==> src/rtl/fp_alu_pkg.sv <==
// Shared constants for the floating-point datapath blocks.
// The mantissa width is fixed at 16 bits, so a shift amount always fits in 4 bits.
package fp_alu_pkg;

  localparam int MANT_W        = 16;
  localparam int SHAMT_W       = 4;
  localparam int EXP_W_DEFAULT = 8;
  // One extra bit so an all-zero mantissa can report a count of 16.
  localparam int LZC_W         = SHAMT_W + 1;

endpackage

==> src/rtl/mux_16to1.sv <==
// Plain 16:1 bit multiplexer; bit 0 of each vector is the MSB.
module mux_16to1 (
  output logic        out,
  input  logic [0:15] in,
  input  logic [0:3]  sel
);

  assign out = in[sel];

endmodule

==> src/rtl/mant_norm16.sv <==
// Two-stage mantissa normaliser: leading-zero count in S1, left shift and
// exponent adjust in S2, with a valid/ready handshake on both sides.
module mant_norm16
  import fp_alu_pkg::*;
#(
  parameter int EXP_W = EXP_W_DEFAULT
) (
  input  logic              clk,
  input  logic              rst,
  input  logic              in_valid,
  output logic              in_ready,
  input  logic [0:MANT_W-1] mant_in,
  input  logic [EXP_W-1:0]  exp_in,
  output logic              out_valid,
  input  logic              out_ready,
  output logic [0:MANT_W-1] mant_out,
  output logic [EXP_W-1:0]  exp_out,
  output logic              zero,
  output logic              uflow
);

  logic               in_zero;
  logic [LZC_W-1:0]   lzc;
  logic [SHAMT_W-1:0] shamt;

  logic               s1_valid;
  logic [0:MANT_W-1]  s1_mant;
  logic [EXP_W-1:0]   s1_exp;
  logic [LZC_W-1:0]   s1_lzc;
  logic [SHAMT_W-1:0] s1_shamt;

  logic               s2_free;
  logic               s1_zero;
  logic               s1_uflow;
  logic [EXP_W-1:0]   exp_adj;
  logic [0:MANT_W-1]  shifted;
  logic [0:MANT_W-1]  mux_in [MANT_W];

  assign in_zero = ~|mant_in;

  // NOTE: every variable gets a default before the loop, so no path leaves it unassigned and no latch is inferred.
  always_comb begin
    lzc = LZC_W'(MANT_W);
    for (int i = MANT_W - 1; i >= 0; i--) begin
      if (mant_in[i]) lzc = LZC_W'(i);
    end
  end

  // The shift stops at exponent zero; the remaining leading zeros become a denormal.
  always_comb begin
    shamt = '0;
    if (!in_zero) begin
      if (EXP_W'(lzc) > exp_in) shamt = exp_in[SHAMT_W-1:0];
      else                      shamt = lzc[SHAMT_W-1:0];
    end
  end

  assign s2_free  = !out_valid || out_ready;
  assign in_ready = !s1_valid || s2_free;

  // NOTE: state registers use non-blocking assignments so every flop samples pre-edge values.
  always_ff @(posedge clk) begin
    if (rst)           s1_valid <= 1'b0;
    else if (in_ready) s1_valid <= in_valid;
  end

  // NOTE: payload registers carry no reset; they are qualified by s1_valid.
  always_ff @(posedge clk) begin
    if (in_valid && in_ready) begin
      s1_mant  <= mant_in;
      s1_exp   <= exp_in;
      s1_lzc   <= lzc;
      s1_shamt <= shamt;
    end
  end

  for (genvar i = 0; i < MANT_W; i++) begin : g_shift
    assign mux_in[i] = s1_mant << i;
    mux_16to1 u_mux (
      .out (shifted[i]),
      .in  (mux_in[i]),
      .sel (s1_shamt)
    );
  end

  assign s1_zero  = ~|s1_mant;
  assign s1_uflow = !s1_zero && (EXP_W'(s1_lzc) > s1_exp);
  assign exp_adj  = s1_zero ? '0 : s1_exp - EXP_W'(s1_shamt);

  always_ff @(posedge clk) begin
    if (rst) begin
      out_valid <= 1'b0;
      mant_out  <= '0;
      exp_out   <= '0;
      zero      <= 1'b0;
      uflow     <= 1'b0;
    end else if (s2_free) begin
      out_valid <= s1_valid;
      if (s1_valid) begin
        mant_out <= shifted;
        exp_out  <= exp_adj;
        zero     <= s1_zero;
        uflow    <= s1_uflow;
      end
    end
  end

endmodule

==> config.mk <==
export PLATFORM = sky130hd
export DESIGN_NAME = mant_norm16
export DESIGN_NICKNAME = d
export VERILOG_FILES = /design/src/rtl/fp_alu_pkg.sv /design/src/rtl/mux_16to1.sv /design/src/rtl/mant_norm16.sv
export SDC_FILE = /design/constraint.sdc
export NUM_CORES = 1
export LEC_CHECK = 0
export ABC_AREA = 1
export BUFFER_PORTS_ARGS = -buffer_cell sky130_fd_sc_hd__buf_2
export CAP_MARGIN = 20
export CELL_PAD_IN_SITES_DETAIL_PLACEMENT = 1
export CELL_PAD_IN_SITES_GLOBAL_PLACEMENT = 2
export CORE_AREA = 10 10 160 162
export CTS_BUF_LIST = sky130_fd_sc_hd__clkbuf_16
export DETAILED_ROUTE_END_ITERATION = 8
export DIE_AREA = 0 0 170 172
export MAX_ROUTING_LAYER = met4
export PLACE_DENSITY = 0.84
export SYNTH_ARGS = -nofsm -noshare
export SYNTH_HDL_FRONTEND = slang
export SYNTH_HIERARCHICAL = 1
export SYNTH_SLANG_ARGS = --single-unit
==> constraint.sdc <==
create_clock -name clk -period 2.9 [get_ports clk]
set_input_delay 0.58 -clock clk [delete_from_list [all_inputs] [get_ports clk]]
set_output_delay 0.58 -clock clk [all_outputs]
set_load 0.03 [all_outputs]
==> results.sh, run 1 <==
export IMPL_outcome="finished, final reports clean"
export IMPL_nNetsFinal=1316
export IMPL_worst_slack_ns=0.394
export IMPL_endpoint_kind="flop"
export IMPL_layout_drive_gt1_share=0.170
export IMPL_cts_root_buf="clkbuf_16"
export IMPL_h_tree_depth=3
export IMPL_fin_cells=1563
export IMPL_grt_antenna_before_repair=0
export IMPL_tightest_slew_ns=0.930
export IMPL_cp_max_fo=5
export IMPL_drt_initial_drc_count=262
export IMPL_clk_path_buf_depth=2
export IMPL_clk_latency_ns=0.35
export IMPL_post_route_drc_count=0
export IMPL_critPathRequiredTime_ns=3.00
export IMPL_cellPowerDensity_nw_per_um2=378
export IMPL_place_gp_congestion=0.759
export IMPL_ios=56
export IMPL_wirelength_mm=19.5
export IMPL_cts_repair_resized=0
export IMPL_synth_ff_type="edfxtp_1"
export IMPL_dp_cells=1547
export IMPL_post_place_ws_ns=0.0517
export IMPL_drt_pass1_iter_count=4
export IMPL_portBuffers=55
export IMPL_hold_viol_final=0
export IMPL_whs_ns=0.425
export IMPL_clock_fmax_mhz=399
export IMPL_ys_types=33
export IMPL_clock_sink_count=61
export IMPL_via_per_inst=4.28
export IMPL_yosysWarnings=6
export IMPL_grt_overflow_total=0
export IMPL_syn_cell_area_um2=6430
export IMPL_cts_hold_buf=0
export IMPL_fillerInstances=3033
export IMPL_hp_class="in -> reg"
export IMPL_fp_dieH_um=172
export IMPL_ir_worst_vdd_mv=0.259
export IMPL_grt_start_max_net_pins=145
export IMPL_fin_worst_skew_ns=0.0112
export IMPL_p_leak_nw=4.08
export IMPL_grt_pass1_wl_mm=33.0
export IMPL_ys_seq_area_frac=0.241
export IMPL_cap_violations=0
export IMPL_grt_pass1_vias=6693
export IMPL_synth_area_per_cell_um2=5.86
export IMPL_setup_worst_path_start_class="input port"
export IMPL_die_area_um2=29200
export IMPL_r2r_start="s1_shamt[0]"
export IMPL_hp_start="exp_in[4]"
export IMPL_critical_path_class="in -> reg"
export IMPL_wire_per_inst_um=12.5
export IMPL_grt_usage=0.141
export IMPL_final_util=0.344
export IMPL_cts_buffers_inserted=9
export IMPL_slew_limit_headroom=0.380
export IMPL_initial_core_util=0.288
export IMPL_startpoint="mant_in[15]"
export IMPL_die_w_um=170
export IMPL_fp_row_count=55
export IMPL_setup_violations=0
export IMPL_area_delta_synth_final_pct=19.5
export IMPL_place_hpwl_mm=13.7
export IMPL_r2r_slack_ns=0.89
export IMPL_dr_total_vias=6684
export IMPL_synth_seq_cells=61
export IMPL_tritoncts="yes"
export IMPL_synth_edf_count=33
export IMPL_synth_async_sr_flop_share=0
export IMPL_rsz0062_at_grt="false"
export IMPL_critPathArrivalTime_ns=2.61
export IMPL_tns_ns=0
export IMPL_core_area_um2=22400
export IMPL_cts_setup_buffers=0
export IMPL_maxSlewViolCount=0
export IMPL_syn_inst=1099
export IMPL_fin_crit_ns=2.51
export IMPL_fin_crit_sh=0.864
export IMPL_cts_clk_slew_worst_paths_ns=0.06
export IMPL_antenna_left=0
export IMPL_antenna_cells=0
cells in the mapped netlist (all sizes together), types with 2 or more instances:
cell type | number | area share
nand2 | 410 | 0.27
inv | 301 | 0.19
nand3 | 202 | 0.16
a21oi | 40 | 0.032
edfxtp | 33 | 0.15
dfxtp | 28 | 0.087
nor2 | 19 | 0.012
buf | 18 | 0.030
ha | 14 | 0.027
o21ai | 7 | 0.0054
nor4 | 6 | 0.0082
clkbuf | 4 | 0.0023
nor3 | 4 | 0.0039
or2 | 2 | 0.0019
metal layers:
metal	wire [um]	vias up	track usage
met3	445	15	0.0182
li1	-	3549	-
met2	9240	67	0.231
met5	0	-	-
met1	9490	3053	0.178
met4	319	0	0.0400
sequential cells by signal (all words and copies together) (netlist names):
name,count
s1_mant,16
out_valid,1
s1_lzc,5
zero,1
s1_exp,8
exp_out,8
s1_shamt,4
uflow,1
s1_valid,1
mant_out,16
logic make-up after synthesis:
| logic type | after synthesis | synth area share |
|---|---|---|
| and+or+nand+nor | 645 | 0.457 |
| buffers and inverters | 324 | 0.227 |
| DFF | 61 | 0.241 |
| AOI/OAI and AO/OA | 51 | 0.0420 |
| adders and majority gates | 15 | 0.0303 |
| xor gates and xnor gates | 2 | 0.00272 |
| other | 1 | 0.000583 |
critical path: stages:
cell and delay (ns):
buf_2 0.11, nor2_1 0.09, inv_1 0.06, nor3_1 0.20, inv_1 0.07, a21oi_1 0.15
nor2_1 0.08, ha_1 0.30, nand2_1 0.10, nor2_1 0.05, a211oi_1 0.19, o21ai_0 0.12
nand2_1 0.14, inv_1 0.11, o21ai_0 0.19, a21oi_1 0.06
placed cells by master (no fill, tap or decap), types with 2 or more instances in the layout:
| master | count |
|---|---|
| inv_2 | 33 |
| edfxtp_1 | 33 |
| ha_1 | 14 |
| o21ai_0 | 7 |
| nor3_1 | 3 |
| conb_1 | 120 |
| inv_1 | 252 |
| nand2_1 | 328 |
| or2_1 | 2 |
| dfxtp_1 | 28 |
| buf_4 | 9 |
| nor4_1 | 5 |
| inv_8 | 16 |
| clkinvlp_4 | 3 |
| nand2_2 | 82 |
| clkbuf_16 | 9 |
| buf_12 | 2 |
| nor2_1 | 18 |
| a21oi_1 | 39 |
| clkinv_2 | 2 |
| nand3_1 | 202 |
| buf_2 | 55 |
final cells by class:
type                       count  area [um^2]  area share
timing repair buffer          66          383      0.0498
multi-input combinational    833         3870       0.503
inverter                     302         1250       0.163
clock inverter                 7         50.0     0.00651
tap                          285          357      0.0464
clock buffer                   9          225      0.0293
sequential                    61         1550       0.202
worst paths after layout:
check	end	depth (start not counted)
max	s1_shamt[1]	16
min	s1_exp[4]	1
max reg2reg	mant_out[1]	8
min reg2reg	mant_out[14]	2
power breakdown:
group	switching, mW	internal [mW]	total, mW
logic	0.566	0.289	0.855
registers	0.0675	0.967	1.03
clock network	0.438	0.579	1.02
total	1.07	1.83	2.91
through the flow:
step                cell area (um^2)  power, mW
CTS                             7690       2.96
finish                          7690       2.91
floorplan                       6880       1.70
detailed placement              7420       1.92
global route                    7690       3.13
global placement                7420       1.90
(Power assumes the default switching activity.)
==> run 2: changes to the inputs <==
CORE_AREA = 10 10 145 180   (was 10 10 160 162)
DIE_AREA = 0 0 155 190   (was 0 0 170 172)
PLACE_DENSITY = 0.83   (was 0.84)
==> results.sh, run 2 (same netlist as run 1, synthesis figures left out) <==
export IMPL_sw_frac_of_total=0.355
export IMPL_antenna_left=0
export IMPL_grt_usage=0.145
export IMPL_fillerInstances=3133
export IMPL_clk_path_buf_depth=2
export IMPL_p_seq_frac=0.341
export IMPL_die_w_um=155
export IMPL_p_leak_nw=4.12
export IMPL_hold_viol_final=0
export IMPL_cellPowerDensity_nw_per_um2=384
export IMPL_outcome="finished, final reports clean"
export IMPL_die_area_um2=29500
export IMPL_clock_fmax_mhz=395
export IMPL_crit_chain="buf_2, inv_1, nand2_1, nand2_1, nand2_1, nand2_1, nand2_1, nand2_1, nand2_1, nand2_1, nand2_1, nand2_1, nand2_1, nand2_1, nand2_1, nand2_1, nand2_2, ha_1, nor3b_1, nor4_1, nand2_1, inv_1, o21ai_0, a21oi_1"
export IMPL_critical_path_class="in -> reg"
export IMPL_rsz0062_at_grt="false"
export IMPL_endpoint_kind="flop"
export IMPL_post_route_drc_count=0
export IMPL_reg_top3="mant_out: 16 flops, s1_mant: 16 flops"
export IMPL_cts_buffers_inserted=9
export IMPL_total_power_mw=2.97
export IMPL_reg2reg_to="mant_out[3]"
export IMPL_path_common_cell="nand2_1"
export IMPL_ir_worst_vdd_mv=0.294
export IMPL_tritoncts="yes"
export IMPL_setup_violations=0
export IMPL_fin_crit_sh=0.872
export IMPL_cts_clk_slew_worst_paths_ns=0.06
export IMPL_r2r_cells=8
export IMPL_grt_pass1_vias=6794
export IMPL_hp_class="in -> reg"
export IMPL_via_per_inst=4.33
export IMPL_slowest_delay_ns=0.28
export IMPL_p_clk_frac=0.362
export IMPL_r2r_start="s1_shamt[0]"
export IMPL_cap_violations=0
export IMPL_cts_root_buf="clkbuf_16"
export IMPL_drt_pass1_iter_count=4
export IMPL_p_comb_frac=0.297
export IMPL_setup_worst_path_start_class="input port"
export IMPL_portBuffers=55
export IMPL_fin_worst_skew_ns=0.00785
export IMPL_nNetsFinal=1321
export IMPL_layout_commonest_cell="nand2_1"
export IMPL_dr_total_vias=6796
export IMPL_fin_crit_ns=2.53
export IMPL_maxSlewViolCount=0
export IMPL_p_sw_mw=1.06
export IMPL_antenna_cells=0
export IMPL_cp_max_fo=5
export IMPL_slew_limit_headroom=0.373
export IMPL_crit_end="s1_shamt[3]"
export IMPL_drt_initial_drc_count=316
export IMPL_grt_pass1_wl_mm=34.0
export IMPL_critical_path_slowest_cell="ha_1"
export IMPL_layout_drive_gt1_share=0.172
export IMPL_tightest_slew_ns=0.940
export IMPL_grt_antenna_before_repair=0
export IMPL_core_area_um2=22700
export IMPL_ios=56
export IMPL_place_hpwl_mm=14.1
export IMPL_clk_latency_ns=0.35
export IMPL_design_area_um2=7750
export IMPL_r2r_slack_ns=0.88
export IMPL_grt_start_max_net_pins=145
export IMPL_startpoint="mant_in[14]"
export IMPL_initial_core_util=0.283
export IMPL_critPathRequiredTime_ns=3.09
export IMPL_h_tree_depth=3
export IMPL_fp_dieH_um=190
export IMPL_multi_input_area_um2=3880
export IMPL_cellInternalPower_mw=1.92
export IMPL_place_gp_congestion=0.795
export IMPL_clock_sink_count=61
export IMPL_grt_overflow_total=0
export IMPL_area_delta_synth_final_pct=20.5
export IMPL_critPathArrivalTime_ns=2.72
export IMPL_whs_ns=0.423
export IMPL_seq_area_um2=1550
export IMPL_fp_row_count=62
export IMPL_most_common_layout_cells="nand2_1 (328), inv_1 (252), nand3_1 (202)"
export IMPL_place_area_um2=7460
export IMPL_wirelength_mm=20.1
export IMPL_wire_per_inst_um=12.8
-- run 2: how the worst min path moves through the flow --
stage | to | cells past startpoint | start | slack, ns
after detailed placement | mant_out[3] | 2 | mant_out[3] | 0.45
after global placement | mant_out[14] | 2 | mant_out[14] | 0.45
after CTS | s1_exp[1] | 1 | exp_in[1] | 0.40
final | s1_exp[1] | 1 | exp_in[1] | 0.42
after floorplan | exp_out[7] | 2 | s1_exp[7] | 0.56
after global routing | s1_exp[1] | 1 | exp_in[1] | 0.41
-- run 2: repair_timing --
item,CTS,global route
setup buffers,0,0
setup endpoints to repair,0,2
gates resized for setup,0,1
hold buffers,0,0
-- run 2: stage by stage --
step,worst slack [ns],TNS (ns),util,instances
after floorplan,0.0178,0,-,1218
after global placement,0.0618,0,0.328,1555
after detailed placement,-0.0121,-0.0153,0.328,1555
after CTS,0.284,0,0.341,1571
after global routing,0.0312,0,0.341,1571
final,0.371,0,0.341,1571
-- run 2: final cells by class --
cell class	count	share of cell area
clock buffer	9	0.0290
clock inverter	7	0.00855
inverter	302	0.162
multi-input combinational	833	0.500
sequential	61	0.200
tap	288	0.0465
timing repair buffer	71	0.0542
-- run 2: power by group through the flow --
stage | clock network (mW) | logic, mW | registers [mW]
after floorplan | 0 | 0.600 | 1.10
after global placement | 0 | 0.880 | 1.03
after detailed placement | 0 | 0.891 | 1.03
after CTS | 1.11 | 0.897 | 1.02
after global routing | 1.14 | 1.03 | 1.02
final | 1.08 | 0.884 | 1.02
-- run 2: critical path, delay by kind of cell --
kind	cells	cell delay (ns)
adder cells (fa/ha/maj)	1	0.28
AO/OA/AOI/OAI	2	0.26
AND/OR/NAND/NOR	18	1.29
buffers and inverters	3	0.32
-- run 2: per-layer routing --
metal  wire (um)  vias up  GRT usage
li1            -     3559          -
met2       10500       56      0.259
met1        8930     3162      0.165
met5           0        -          -
met3         335       19     0.0185
met4         327        0     0.0393
==> run 3: changes to the inputs <==
SLEW_MARGIN = 10   (was default)
clock period = 2.13 ns   (was 2.9 ns; I/O delays follow)
==> results.sh, run 3 (same netlist as run 1, synthesis figures left out) <==
export IMPL_outcome="finished, violations left"
export IMPL_violations="setup timing"
export IMPL_clock_sink_count=61
export IMPL_drt_initial_drc_count=243
export IMPL_p_leak_nw=4.30
export IMPL_crit_family="simple AND/OR/NAND/NOR gates"
export IMPL_reg2reg_to="exp_out[4]"
export IMPL_grt_start_max_net_pins=145
export IMPL_endpoint_kind="flop"
export IMPL_grt_antenna_before_repair=0
export IMPL_place_hpwl_mm=14.0
export IMPL_grt_usage=0.142
export IMPL_slowest_delay_ns=0.24
export IMPL_h_tree_depth=3
export IMPL_layout_commonest_cell="nand2_1"
export IMPL_fin_worst_skew_ns=0.0123
export IMPL_ios=56
export IMPL_hp_class="in -> reg"
export IMPL_nNetsFinal=1352
export IMPL_cp_max_fo=5
export IMPL_hold_depth=1
export IMPL_r2r_slack_ns=0.18
export IMPL_r2r_cells=8
export IMPL_sw_frac_of_total=0.346
export IMPL_seq_area_um2=1550
export IMPL_cts_root_buf="clkbuf_16"
export IMPL_area_delta_synth_final_pct=25.8
export IMPL_hp_start="exp_in[3]"
export IMPL_hold_viol_final=0
export IMPL_fin_crit_ns=2.30
export IMPL_antenna_left=0
export IMPL_critPathRequiredTime_ns=2.31
export IMPL_p_clk_frac=0.379
export IMPL_cts_clk_slew_worst_paths_ns=0.06
export IMPL_slew_limit_headroom=0.469
export IMPL_initial_core_util=0.283
export IMPL_cts_hold_buf=0
export IMPL_antenna_cells=0
export IMPL_fin_cells=1602
export IMPL_setup_worst_path_start_class="input port"
export IMPL_clk_latency_ns=0.35
export IMPL_fin_crit_sh=1.08
export IMPL_grt_pass1_vias=6959
export IMPL_critical_path_slowest_cell="nor4_2"
export IMPL_die_area_um2=29500
export IMPL_whs_endpoint="s1_exp[3]"
export IMPL_crit_chain="buf_8, inv_2, nand2_1, nand2_1, nand2_1, nand2_1, nand2_1, nand2_1, nand2_1, nand2_1, nand2_1, nand2_1, nand2_1, nand2_1, nand2_1, nand2_1, nand2_2, ha_4, nor3b_4, nor4_2, nand2_2, inv_4, o21ai_2, a21oi_1"
export IMPL_p_sw_mw=1.47
export IMPL_cap_violations=0
export IMPL_post_place_ws_ns=-0.532
export IMPL_place_area_um2=7690
export IMPL_path_buf_inv=3
export IMPL_maxSlewViolCount=0
export IMPL_path_common_cell="nand2_1"
export IMPL_fp_row_count=62
export IMPL_layout_drive_gt1_share=0.203
export IMPL_tightest_slew_ns=0.797
export IMPL_clk_path_buf_depth=2
export IMPL_fp_dieH_um=190
export IMPL_dp_cells=1586
export IMPL_cellPowerDensity_nw_per_um2=525
export IMPL_wirelength_mm=19.9
export IMPL_drt_pass1_iter_count=4
export IMPL_die_w_um=155
export IMPL_place_gp_congestion=0.777
export IMPL_portBuffers=55
export IMPL_dr_total_vias=6906
export IMPL_p_comb_frac=0.302
export IMPL_design_area_um2=8090
export IMPL_reg_top3="mant_out: 16 flops, s1_mant: 16 flops"
export IMPL_post_route_drc_count=0
export IMPL_p_seq_frac=0.319
export IMPL_cts_buffers_inserted=9
export IMPL_rsz0062_at_grt="true"
export IMPL_core_area_um2=22700
export IMPL_r2r_start="s1_shamt[0]"
export IMPL_grt_overflow_total=0
export IMPL_via_per_inst=4.31
export IMPL_tritoncts="yes"
export IMPL_worst_slack_ns=-0.170
export IMPL_whs_ns=0.289
export IMPL_multi_input_area_um2=3940
export IMPL_fillerInstances=3140
export IMPL_critical_path_class="in -> reg"
export IMPL_cellInternalPower_mw=2.78
export IMPL_clock_fmax_mhz=435
export IMPL_critPathArrivalTime_ns=2.48
export IMPL_setup_violations=4
export IMPL_most_common_layout_cells="nand2_1 (325), inv_1 (250), nand3_1 (202)"
export IMPL_wire_per_inst_um=12.4
export IMPL_grt_pass1_wl_mm=33.7
export IMPL_ir_worst_vdd_mv=0.641
-- run 3: through the flow --
stage,power [mW],utilization,TNS [ns]
after global placement,2.63,0.339,-1.41
after CTS,4.29,0.353,-0.299
after global routing,4.53,0.356,-1.32
after floorplan,2.32,-,-7.28
after detailed placement,2.66,0.339,-1.94
final,4.25,0.356,-0.496
-- run 3: power groups by stage --
stage / logic, mW / clock network, mW / registers, mW
after floorplan: 0.816 / 0 / 1.50
after global placement: 1.26 / 0 / 1.38
after detailed placement: 1.27 / 0 / 1.38
after CTS: 1.28 / 1.65 / 1.36
after global routing: 1.48 / 1.69 / 1.36
final: 1.28 / 1.61 / 1.36
-- run 3: per-layer routing --
metal  vias to the layer above  GRT usage  share of wire
li1                       3621          -              -
met1                      3211      0.166           0.45
met2                        57      0.252           0.53
met3                        17     0.0163          0.012
met4                         0     0.0338          0.011
met5                         -          -              0
-- run 3: worst max path at each step --
stage,from,endpoint,slack (ns),depth (start not counted)
after global placement,mant_in[15],s1_shamt[1],-0.37,16
after detailed placement,mant_in[15],s1_shamt[1],-0.53,18
after floorplan,s1_shamt[1],exp_out[7],-0.74,12
after CTS,mant_in[14],s1_shamt[0],-0.10,23
after global routing,mant_in[14],s1_shamt[1],-0.36,24
final,mant_in[14],s1_shamt[1],-0.17,24
-- run 3: final cells by class --
cell class / instances / share of cell area
clock buffers: 9 / 0.0278
clock inverters: 7 / 0.0113
inverters: 302 / 0.155
multi-input cells: 833 / 0.487
flip-flops and latches: 61 / 0.192
well taps: 288 / 0.0445
repair buffers: 102 / 0.0829
-- run 3: what timing repair did --
| item | in CTS | in global routing |
|---|---|---|
| cloned | 0 | 0 |
| resized for setup | 8 | 15 |
| setup endpoints to repair | 4 | 11 |
| pin swaps | 3 | 4 |
| setup buffers | 0 | 0 |
